==> config.mk <==
export PLATFORM = sky130hd
export DESIGN_NAME = game_sequencer_flat
export DESIGN_NICKNAME = d
export VERILOG_FILES = /design/src/rtl/game_sequencer_if.sv /design/src/rtl/game_sequencer.sv /design/src/flat_wrapper.sv
export SDC_FILE = /design/constraint.sdc
export NUM_CORES = 1
export LEC_CHECK = 0
export ABC_AREA = 1
export CAP_MARGIN = 20
export CORE_AREA = 2 2 96 107
export DETAILED_ROUTE_END_ITERATION = 10
export DIE_AREA = 0 0 98 109
export DONT_BUFFER_PORTS = 1
export GPL_ROUTABILITY_DRIVEN = 0
export HOLD_SLACK_MARGIN = 0.05
export MAX_ROUTING_LAYER = met4
export PLACE_DENSITY = 0.67
export SYNTH_ARGS = -nofsm -noshare
export SYNTH_HDL_FRONTEND = slang
export SYNTH_SLANG_ARGS = --single-unit
==> constraint.sdc <==
create_clock -name clk -period 3.4 [get_ports clk]
set_input_delay 0.68 -clock clk [delete_from_list [all_inputs] [get_ports clk]]
set_output_delay 0.68 -clock clk [all_outputs]
set_load 0.005 [all_outputs]
==> src/rtl/game_sequencer_if.sv <==
// rtl/game_sequencer_if.sv - keyboard/word-source handshake and display bundle for game_sequencer
interface game_sequencer_if;
    logic        key_valid;
    logic [4:0]  key_code;
    logic [19:0] word_in;
    logic        word_valid;
    logic        word_req;
    logic        word_done;
    logic [2:0]  state;
    logic [1:0]  letter_idx;
    logic [6:0]  score;
    logic [1:0]  lives;
    logic [2:0]  level;
    logic [7:0]  time_left;
    logic        game_over;

    modport master (
        output key_valid, key_code, word_in, word_valid,
        input  word_req, word_done, state, letter_idx, score, lives, level, time_left, game_over
    );

    modport slave (
        input  key_valid, key_code, word_in, word_valid,
        output word_req, word_done, state, letter_idx, score, lives, level, time_left, game_over
    );
endinterface

==> src/rtl/game_sequencer.sv <==
// rtl/game_sequencer.sv - round controller for the four-letter typing game
module game_sequencer #(
    parameter int TICK_DIV       = 100000000,
    parameter int WORD_TIME_INIT = 10,
    parameter int WORD_TIME_STEP = 1,
    parameter int WORD_TIME_MIN  = 3,
    parameter int LEVEL_STEP     = 5,
    parameter int LIVES_INIT     = 3
) (
    input  logic             clk,
    input  logic             reset,
    game_sequencer_if.slave  bus
);
    typedef enum logic [2:0] {
        S_IDLE = 3'd0,
        S_REQ  = 3'd1,
        S_WAIT = 3'd2,
        S_TYPE = 3'd3,
        S_DONE = 3'd4,
        S_OVER = 3'd5
    } state_e;

    localparam int          TW        = (TICK_DIV > 1) ? $clog2(TICK_DIV) : 1;
    localparam logic [4:0]  KEY_START = 5'h1F;
    localparam logic [TW-1:0] TICK_LAST = TW'(TICK_DIV - 1);

    state_e        state_q, state_d;
    logic [19:0]   word_q, word_d;
    logic [1:0]    idx_q, idx_d;
    logic [6:0]    score_q, score_d;
    logic [1:0]    lives_q, lives_d;
    logic [2:0]    level_q, level_d;
    logic [7:0]    time_left_q, time_left_d;
    logic [7:0]    words_q, words_d;
    logic [TW-1:0] tick_cnt_q, tick_cnt_d;
    logic          word_req_q, word_req_d;
    logic          word_done_q, word_done_d;
    logic          game_over_q, game_over_d;

    logic          tick;
    logic          key_start;
    logic          penalty;
    logic [4:0]    exp_letter;

    // Clamp before subtracting so a large level never wraps the word time.
    function automatic logic [7:0] word_time(input logic [2:0] lvl);
        logic [15:0] dec;
        logic [15:0] t;
        dec = 16'(lvl) * 16'(WORD_TIME_STEP);
        if (dec >= 16'(WORD_TIME_INIT)) t = 16'(WORD_TIME_MIN);
        else                            t = 16'(WORD_TIME_INIT) - dec;
        if (t < 16'(WORD_TIME_MIN))     t = 16'(WORD_TIME_MIN);
        return t[7:0];
    endfunction

    always_comb begin
        exp_letter = word_q[4:0];
        case (idx_q)
            2'd1:    exp_letter = word_q[9:5];
            2'd2:    exp_letter = word_q[14:10];
            2'd3:    exp_letter = word_q[19:15];
            default: exp_letter = word_q[4:0];
        endcase
    end

    assign tick      = (state_q == S_TYPE) && (tick_cnt_q == TICK_LAST);
    assign key_start = bus.key_valid && (bus.key_code == KEY_START);

    always_comb begin
        state_d     = state_q;
        word_d      = word_q;
        idx_d       = idx_q;
        score_d     = score_q;
        lives_d     = lives_q;
        level_d     = level_q;
        time_left_d = time_left_q;
        words_d     = words_q;
        tick_cnt_d  = '0;
        penalty     = 1'b0;

        case (state_q)
            S_IDLE: if (key_start) state_d = S_REQ;
            S_REQ:  state_d = S_WAIT;
            S_WAIT: begin
                if (bus.word_valid) begin
                    word_d      = bus.word_in;
                    idx_d       = 2'd0;
                    time_left_d = word_time(level_q);
                    state_d     = S_TYPE;
                end
            end
            S_TYPE: begin
                tick_cnt_d = tick ? '0 : tick_cnt_q + TW'(1);
                // A key in the same cycle as a tick wins; the tick is dropped.
                if (bus.key_valid) begin
                    if (bus.key_code == exp_letter) begin
                        if (idx_q == 2'd3) begin
                            state_d = S_DONE;
                            if (score_q != 7'h7F) score_d = score_q + 7'd1;
                        end else begin
                            idx_d = idx_q + 2'd1;
                        end
                    end else begin
                        penalty = 1'b1;
                    end
                end else if (tick) begin
                    if (time_left_q > 8'd1) begin
                        time_left_d = time_left_q - 8'd1;
                    end else begin
                        penalty     = 1'b1;
                        time_left_d = word_time(level_q);
                    end
                end
                if (penalty) begin
                    if (lives_q <= 2'd1) begin
                        lives_d = 2'd0;
                        state_d = S_OVER;
                    end else begin
                        lives_d = lives_q - 2'd1;
                    end
                end
            end
            S_DONE: begin
                if (words_q == 8'(LEVEL_STEP - 1)) begin
                    words_d = 8'd0;
                    if (level_q != 3'd7) level_d = level_q + 3'd1;
                end else begin
                    words_d = words_q + 8'd1;
                end
                state_d = S_REQ;
            end
            S_OVER: begin
                if (key_start) begin
                    score_d = 7'd0;
                    lives_d = 2'(LIVES_INIT);
                    level_d = 3'd0;
                    words_d = 8'd0;
                    state_d = S_REQ;
                end
            end
            default: state_d = S_IDLE;
        endcase

        word_req_d  = (state_d == S_REQ);
        word_done_d = (state_d == S_DONE);
        game_over_d = (state_d == S_OVER);
    end

    always_ff @(posedge clk or negedge reset) begin
        if (!reset) begin
            state_q     <= S_IDLE;
            word_q      <= '0;
            idx_q       <= '0;
            score_q     <= '0;
            lives_q     <= 2'(LIVES_INIT);
            level_q     <= '0;
            time_left_q <= '0;
            words_q     <= '0;
            tick_cnt_q  <= '0;
            word_req_q  <= 1'b0;
            word_done_q <= 1'b0;
            game_over_q <= 1'b0;
        end else begin
            state_q     <= state_d;
            word_q      <= word_d;
            idx_q       <= idx_d;
            score_q     <= score_d;
            lives_q     <= lives_d;
            level_q     <= level_d;
            time_left_q <= time_left_d;
            words_q     <= words_d;
            tick_cnt_q  <= tick_cnt_d;
            word_req_q  <= word_req_d;
            word_done_q <= word_done_d;
            game_over_q <= game_over_d;
        end
    end

    assign bus.word_req   = word_req_q;
    assign bus.word_done  = word_done_q;
    assign bus.state      = state_q;
    assign bus.letter_idx = idx_q;
    assign bus.score      = score_q;
    assign bus.lives      = lives_q;
    assign bus.level      = level_q;
    assign bus.time_left  = time_left_q;
    assign bus.game_over  = game_over_q;
endmodule

==> src/flat_wrapper.sv <==
// flat-port wrapper written by rule: the top's interface ports become plain ports
module game_sequencer_flat 
#(
    parameter int TICK_DIV       = 100000000,
    parameter int WORD_TIME_INIT = 10,
    parameter int WORD_TIME_STEP = 1,
    parameter int WORD_TIME_MIN  = 3,
    parameter int LEVEL_STEP     = 5,
    parameter int LIVES_INIT     = 3
)
  (clk, reset, bus_key_valid, bus_key_code, bus_word_in, bus_word_valid, bus_word_req, bus_word_done, bus_state, bus_letter_idx, bus_score, bus_lives, bus_level, bus_time_left, bus_game_over);
  game_sequencer_if bus_i ();
  input  logic clk;
  input  logic reset;
  input wire logic [$bits(bus_i.key_valid)-1:0] bus_key_valid;
  input wire logic [$bits(bus_i.key_code)-1:0] bus_key_code;
  input wire logic [$bits(bus_i.word_in)-1:0] bus_word_in;
  input wire logic [$bits(bus_i.word_valid)-1:0] bus_word_valid;
  output wire logic [$bits(bus_i.word_req)-1:0] bus_word_req;
  output wire logic [$bits(bus_i.word_done)-1:0] bus_word_done;
  output wire logic [$bits(bus_i.state)-1:0] bus_state;
  output wire logic [$bits(bus_i.letter_idx)-1:0] bus_letter_idx;
  output wire logic [$bits(bus_i.score)-1:0] bus_score;
  output wire logic [$bits(bus_i.lives)-1:0] bus_lives;
  output wire logic [$bits(bus_i.level)-1:0] bus_level;
  output wire logic [$bits(bus_i.time_left)-1:0] bus_time_left;
  output wire logic [$bits(bus_i.game_over)-1:0] bus_game_over;
  assign bus_i.key_valid = bus_key_valid;
  assign bus_i.key_code = bus_key_code;
  assign bus_i.word_in = bus_word_in;
  assign bus_i.word_valid = bus_word_valid;
  assign bus_word_req = bus_i.word_req;
  assign bus_word_done = bus_i.word_done;
  assign bus_state = bus_i.state;
  assign bus_letter_idx = bus_i.letter_idx;
  assign bus_score = bus_i.score;
  assign bus_lives = bus_i.lives;
  assign bus_level = bus_i.level;
  assign bus_time_left = bus_i.time_left;
  assign bus_game_over = bus_i.game_over;
  game_sequencer #(.TICK_DIV(TICK_DIV), .WORD_TIME_INIT(WORD_TIME_INIT), .WORD_TIME_STEP(WORD_TIME_STEP), .WORD_TIME_MIN(WORD_TIME_MIN), .LEVEL_STEP(LEVEL_STEP), .LIVES_INIT(LIVES_INIT)) u_core (.clk(clk), .reset(reset), .bus(bus_i));
endmodule
; After elaboration in Yosys (flattened, before gate mapping)
; Cells that the tools add are included.
[totals]
reg_bits = 83
out_inout_bits = 28
input_bits = 29
wordCells = 120
[classes]
reduce_logical = 14
n_addsub = 8
n_mux = 52
eq_ne = 29
order_cmp = 5
[ops]
columns = cell, n
row1 = two-way mux 16 bit, 7
row2 = two-way mux 8 bit, 8
row3 = two-way mux 27 bit, 2
row4 = two-way mux 7 bit, 5
row5 = less-than comparator 16 x 2 -> 1 bit (second input constant), 2
row6 = case mux 8 bit (2 select lines), 2
row7 = two-way mux 3 bit, 10
row8 = adder 27 x 1 -> 27 bit (second input constant), 1
row9 = == test 27 bit (second input constant), 1
row10 = inequality test 2 bit (second input constant), 8
row11 = case mux 3 bit (5 select lines), 1
row12 = case mux 5 bit (3 select lines), 1
row13 = two-way mux 2 bit, 7
row14 = case mux 7 bit (2 select lines), 1
row15 = == test 3 bit (second input constant), 4
row16 = adder 8 x 1 -> 8 bit (second input constant), 1
row17 = == test 8 x 3 -> 1 bit (second input constant), 1
row18 = > comparator 8 x 1 -> 1 bit (second input constant), 1
row19 = inequality test 2 x 1 -> 1 bit (second input constant), 4
row20 = case mux 2 bit (2 select lines), 2
row21 = AND reduction 4 bit, 2
row22 = subtractor 8 x 1 -> 8 bit (second input constant), 1
row23 = adder 7 x 1 -> 7 bit (second input constant), 1
row24 = inequality test 7 bit (second input constant), 1
row25 = 23 further kinds, 34

; Logic depth before layout (Yosys ltp)
[depth]
ltp_word = 12
ltp_mapped = 17
mapped_depth_nobuf = 17

; Worst setup path before layout
; No wires, ideal clock.
[synth_timing]
path_kind = reg2reg
startpoint = register u_core.idx_q[0] (netlist: u_core.bus.letter_idx[0])
endpoint = register u_core.score_q[3] (netlist: u_core.bus.score[3])
arrival_ns = 1.821
setup_ns = 0.117
path_stages_with_launch = 15
required_ns = 3.283
setup_slack_ns = 1.462
synth_period_minus_slack_ns = 1.938
n_path_buf = 2
path_cell_list = dfrtp_1 -> inv_1 -> ha_1 -> buf_6 -> inv_4 -> or2_1 -> nand3_1 -> nand2_1 -> nor2_2 -> nand4_2 -> nand2_2 -> nand2_4 -> buf_6 -> nand2_2 -> o21ai_2
[synth_via]
elab_chain_cells = 5
elab_cells_between_ends = 8
classes_between = eq/ne: 6 / mux: 1 / reduce/logical: 1
[synth_rtl]
columns = element, line_no
row1 = from (decl), game_sequencer.sv:29  ; logic [1:0] idx_q, idx_d;
row2 = from (signal assigned), game_sequencer.sv:166  ; idx_q <= idx_d;
row3 = == test 2 bit (tied with other cells), "game_sequencer.sv:58, game_sequencer.sv:97"
row4 = case mux 5 bit (3 select lines), game_sequencer.sv:58  ; case (idx_q)
row5 = == test 5 bit, game_sequencer.sv:96  ; if (bus.key_code == exp_letter) begin
row6 = inequality test 2 bit (no source line), --
row7 = AND reduction 6 bit (no source line) *, --
row8 = to (signal assigned), game_sequencer.sv:167  ; score_q <= score_d;
row9 = to (decl), game_sequencer.sv:30  ; logic [6:0] score_q, score_d;
; Every way passes the cells marked *; elsewhere a longest branch is shown, timed or not.
; A chain may end at the register's enable or synchronous reset.

; Final worst setup path
[layout_timing]
startpoint = register u_core.idx_q[0] (netlist: u_core.bus.letter_idx[0])
endpoint = register u_core.word_req_q (netlist: u_core.bus.word_req)
[layout_via]
elab_chain_cells = 9
elab_cells_between_ends = 15
classes_between = eq/ne: 5 / mux: 10
[layout_rtl]
columns = element, line_no
row1 = == test 2 bit (tied with other cells), "game_sequencer.sv:58, game_sequencer.sv:97"
row2 = case mux 5 bit (3 select lines), game_sequencer.sv:58
row3 = == test 5 bit, game_sequencer.sv:96
row4 = two-way mux 3 bit or two-way mux 1 bit (tied branches), game_sequencer.sv:96
row5 = two-way mux 3 bit or two-way mux 1 bit (tied branches), game_sequencer.sv:95  ; if (bus.key_valid) begin
row6 = two-way mux 3 bit or two-way mux 1 bit (tied branches), "game_sequencer.sv:115, game_sequencer.sv:81"
row7 = two-way mux 3 bit *, game_sequencer.sv:114  ; if (penalty) begin
row8 = case mux 3 bit (5 select lines) *, game_sequencer.sv:81  ; case (state_q)
row9 = via u_core.state_d[0], game_sequencer.sv:27  ; state_e state_q, state_d;
row10 = == test 3 x 1 -> 1 bit *, game_sequencer.sv:144  ; word_req_d = (state_d == S_REQ);
row11 = via u_core.word_req_d, game_sequencer.sv:36  ; logic word_req_q, word_req_d;
row12 = to (signal assigned), game_sequencer.sv:173  ; word_req_q <= word_req_d;
row13 = to (decl), game_sequencer.sv:36
; The timed path passes the listed nets; every way through them passes the cells marked *. The select of a mux whose other input is x is not followed.

==> impl_metrics.env <==
export IMPL_status="finished clean"
export IMPL_dr_wl_met3_um=639
export IMPL_rsz0062_at_grt="false"
export IMPL_die_w_um=98
export IMPL_peakVddDrop_mv=0.300
export IMPL_fmax_ghz=0.448
export IMPL_crit_family="simple AND/OR/NAND/NOR gates"
export IMPL_cts_buffers_inserted=9
export IMPL_cts_clk_slew_worst_paths_ns=0.08
export IMPL_synth_seq_cells=83
export IMPL_grt_remaining_overflow=0
export IMPL_num_nets_final=582
export IMPL_slew_violations=0
export IMPL_grt_pass1_vias=3368
export IMPL_die_area_um2=10700
export IMPL_antenna_found_initial=0
export IMPL_cts_buffer_depth=2
export IMPL_critical_path_arrival_ns=2.48
export IMPL_track_usage_pct=19.3
export IMPL_htree_levels=3
export IMPL_netlist_area_um2=4670
export IMPL_critPathCaptureType="register"
export IMPL_synth_xor_area_share_pct=3.00
export IMPL_wl_met1_um=4300
export IMPL_layout_common_cells="98 x nand2_1, 81 x dfrtp_1, 57 x inv_1"
export IMPL_hold_viol=0
export IMPL_num_vias=3530
export IMPL_io_pins=57
export IMPL_drive_gt1_share_pct=20.4
export IMPL_drt_pre_antenna_iters=4
export IMPL_p_leak_uw=0.00235
export IMPL_grt_max_degree=82
export IMPL_core_area_um2=9650
export IMPL_cp_slowest_cell="dfrtp_1"
export IMPL_top_layer="met4"
export IMPL_die_h_um=109
export IMPL_required_ns=3.65
export IMPL_yosysSeqAreaShare_pct=44.5
export IMPL_routedWlPerCell_um=14.3
export IMPL_synth_top_family_by_area="simple AND/OR/NAND/NOR gates"
export IMPL_reg2reg_slack_ns=1.17
export IMPL_syn_nets=578
export IMPL_ant_nets=0
export IMPL_port_buffers=0
export IMPL_wl_um=9510
export IMPL_cts_tree="yes"
export IMPL_drt_initial_drc_count=190
export IMPL_grt_pass1_wl_um=16100
export IMPL_wl_met2_um=4420
export IMPL_synth_area_mux_share_pct=5.28
export IMPL_fin_crit_sh_pct=65.7
export IMPL_maxCapViolations=0
export IMPL_clock_sinks=83
export IMPL_worst_path_max_fanout=8
export IMPL_placed_cells_incl_taps=649
export IMPL_worst_slew_pin_slew_ns=0.939
export IMPL_viasPerCell=5.32
export IMPL_setup_viol=0
export IMPL_synth_cells=537
export IMPL_cts_root_buffer="clkbuf_8"
export IMPL_ys_types=48
export IMPL_n_antenna_cell=0
export IMPL_ys_warn_count=0
export IMPL_fin_crit_ns=2.23
export IMPL_fin_tns_setup_ns=0
export IMPL_finClkSkew_ns=0.00690
export IMPL_ys_flop_type="dfrtp_1"
export IMPL_critPathKind="reg -> reg"
export IMPL_rows=38
export IMPL_hp_class="in -> async"
export IMPL_crit_path_cell_trace="inv_1, ha_1, inv_4, or2_1, nand3_1, nand2_1, nor2_2, nand4_2, nand2_2, nand2_1, nand2_2, nor2_1"
export IMPL_synth_edf_count=0
export IMPL_post_cts_buffers=0
export IMPL_finalNonFillerCells=664
export IMPL_initial_core_util_pct=48.4
export IMPL_holdWs_ns=0.163
export IMPL_drc_errors=0
export IMPL_syn2layout_area_growth_pct=6.43
export IMPL_slowest_delay_ns=0.44
export IMPL_clk_latency_ns=0.35
export IMPL_cp_num_buf_inv=2
export IMPL_postSynth_asyncResetShare_pct=100
export IMPL_start_kind="register"
export IMPL_synth_fa_ha_area_share_pct=3.21
export IMPL_final_common_cell="nand2_1"
export IMPL_avgSynthCellArea_um2=8.70
export IMPL_p_per_area_nw_per_um2=745
export IMPL_synthSimpleGateAreaFrac_pct=28.4
export IMPL_synth_compound_area_share_pct=9.19
export IMPL_slew_headroom_pct=37.2
export IMPL_dp_hpwl_um=6880
## cells in the mapped netlist, types with 2 or more instances
master | instances | area (µm²)
buf_2 | 5 | 25.0
xnor2_1 | 3 | 26.3
nor3_2 | 2 | 20.0
xor2_1 | 13 | 114
o22ai_1 | 2 | 12.5
nor2_4 | 5 | 56.3
o21ai_0 | 12 | 60.1
o21ai_1 | 7 | 35.0
or2_0 | 2 | 12.5
nor2_2 | 11 | 68.8
a21oi_1 | 29 | 145
nor4_1 | 2 | 12.5
inv_1 | 57 | 214
inv_2 | 6 | 22.5
dfstp_2 | 2 | 52.6
dfrtp_1 | 81 | 2030
or2_2 | 11 | 68.8
o21a_1 | 4 | 30.0
nand2_1 | 98 | 368
ha_1 | 12 | 150
nand3_2 | 7 | 70.1
nor3_1 | 9 | 45.0
nor2_1 | 43 | 161
buf_6 | 3 | 33.8
nand3_1 | 31 | 155
o21ai_2 | 7 | 61.3
nand4_2 | 2 | 25.0
mux2_2 | 21 | 236
or2_1 | 3 | 18.8
nand2_2 | 17 | 106
a22o_1 | 2 | 17.5
nand4_1 | 12 | 75.1
## timing repair
item,in CTS,in global routing
hold buffers,1,0
resized for setup,0,0
endpoints found under the hold margin,81,0
## sequential cells by signal, summed over array words and instances, names as in the netlist
signal                 flops
u_core.words_q             8
u_core.tick_cnt_q         27
u_core.bus.lives           2
u_core.bus.score           7
u_core.bus.time_left       8
u_core.bus.word_done       1
u_core.bus.game_over       1
u_core.bus.letter_idx      2
u_core.word_q             20
u_core.bus.word_req        1
u_core.bus.level           3
u_core.bus.state           3
## path summary, 6_finish.rpt
path                                           from               endpoint  cells past startpoint
max in group asynchronous                     reset    u_core.bus.score[3]                      1
max reg2reg                u_core.bus.letter_idx[0]    u_core.bus.word_req                     12
min reg2reg                   u_core.tick_cnt_q[26]  u_core.tick_cnt_q[26]                      1
min                                           reset    u_core.bus.lives[1]                      0
min in group clk                     bus_word_in[2]       u_core.word_q[2]                      1
max                        u_core.bus.letter_idx[0]    u_core.bus.word_req                     12
## per-stage QoR
stage	setup WS [ns]	power, µW	util (%)	cell area, µm²
after floorplan	1.46	2730	-	4670
after global placement	1.20	2970	49.4	4760
final	1.17	3700	51.5	4970
after detailed placement	1.17	3010	49.4	4760
after CTS	1.14	3740	51.5	4970
after global routing	0.937	4020	51.5	4970
## cells by family after synthesis
| kind of cell | Yosys count |
|---|---|
| fa+ha+maj | 12 |
| buf+inv | 72 |
| flops | 83 |
| mux | 22 |
| xor+xnor | 16 |
| compound gates | 71 |
| simple gates | 261 |
## report_power, final
part	internal, µW	total [µW]	switching [µW]	leakage, µW
registers	1280	1560	282	0.00107
clock network	350	696	346	0.0000950
logic	574	1450	872	0.00118
total	2200	3700	1500	0.00235
## metal layers
metal	up-vias	global-route usage, %
met1	1655	25.1
li1	1774	-
met5	-	-
met2	88	29.9
met3	13	4.23
met4	0	7.14
## worst reg2reg max path, stage by stage (launching register included)
cell and delay [ns]:
dfrtp_1 0.44, inv_1 0.14, ha_1 0.38, inv_4 0.08
or2_1 0.23, nand3_1 0.09, nand2_1 0.07, nor2_2 0.13
nand4_2 0.14, nand2_2 0.12, nand2_1 0.14, nand2_2 0.12
nor2_1 0.05
## final cells by class
class | count | area, µm²
clock buffers | 11 | 141
clock inverters | 3 | 40.0
fillers | 887 | 4680
inverters | 64 | 243
multi-input cells | 382 | 2290
flip-flops and latches | 83 | 2080
well taps | 120 | 150
repair buffers | 1 | 27.5
(Power assumes the default switching activity.)
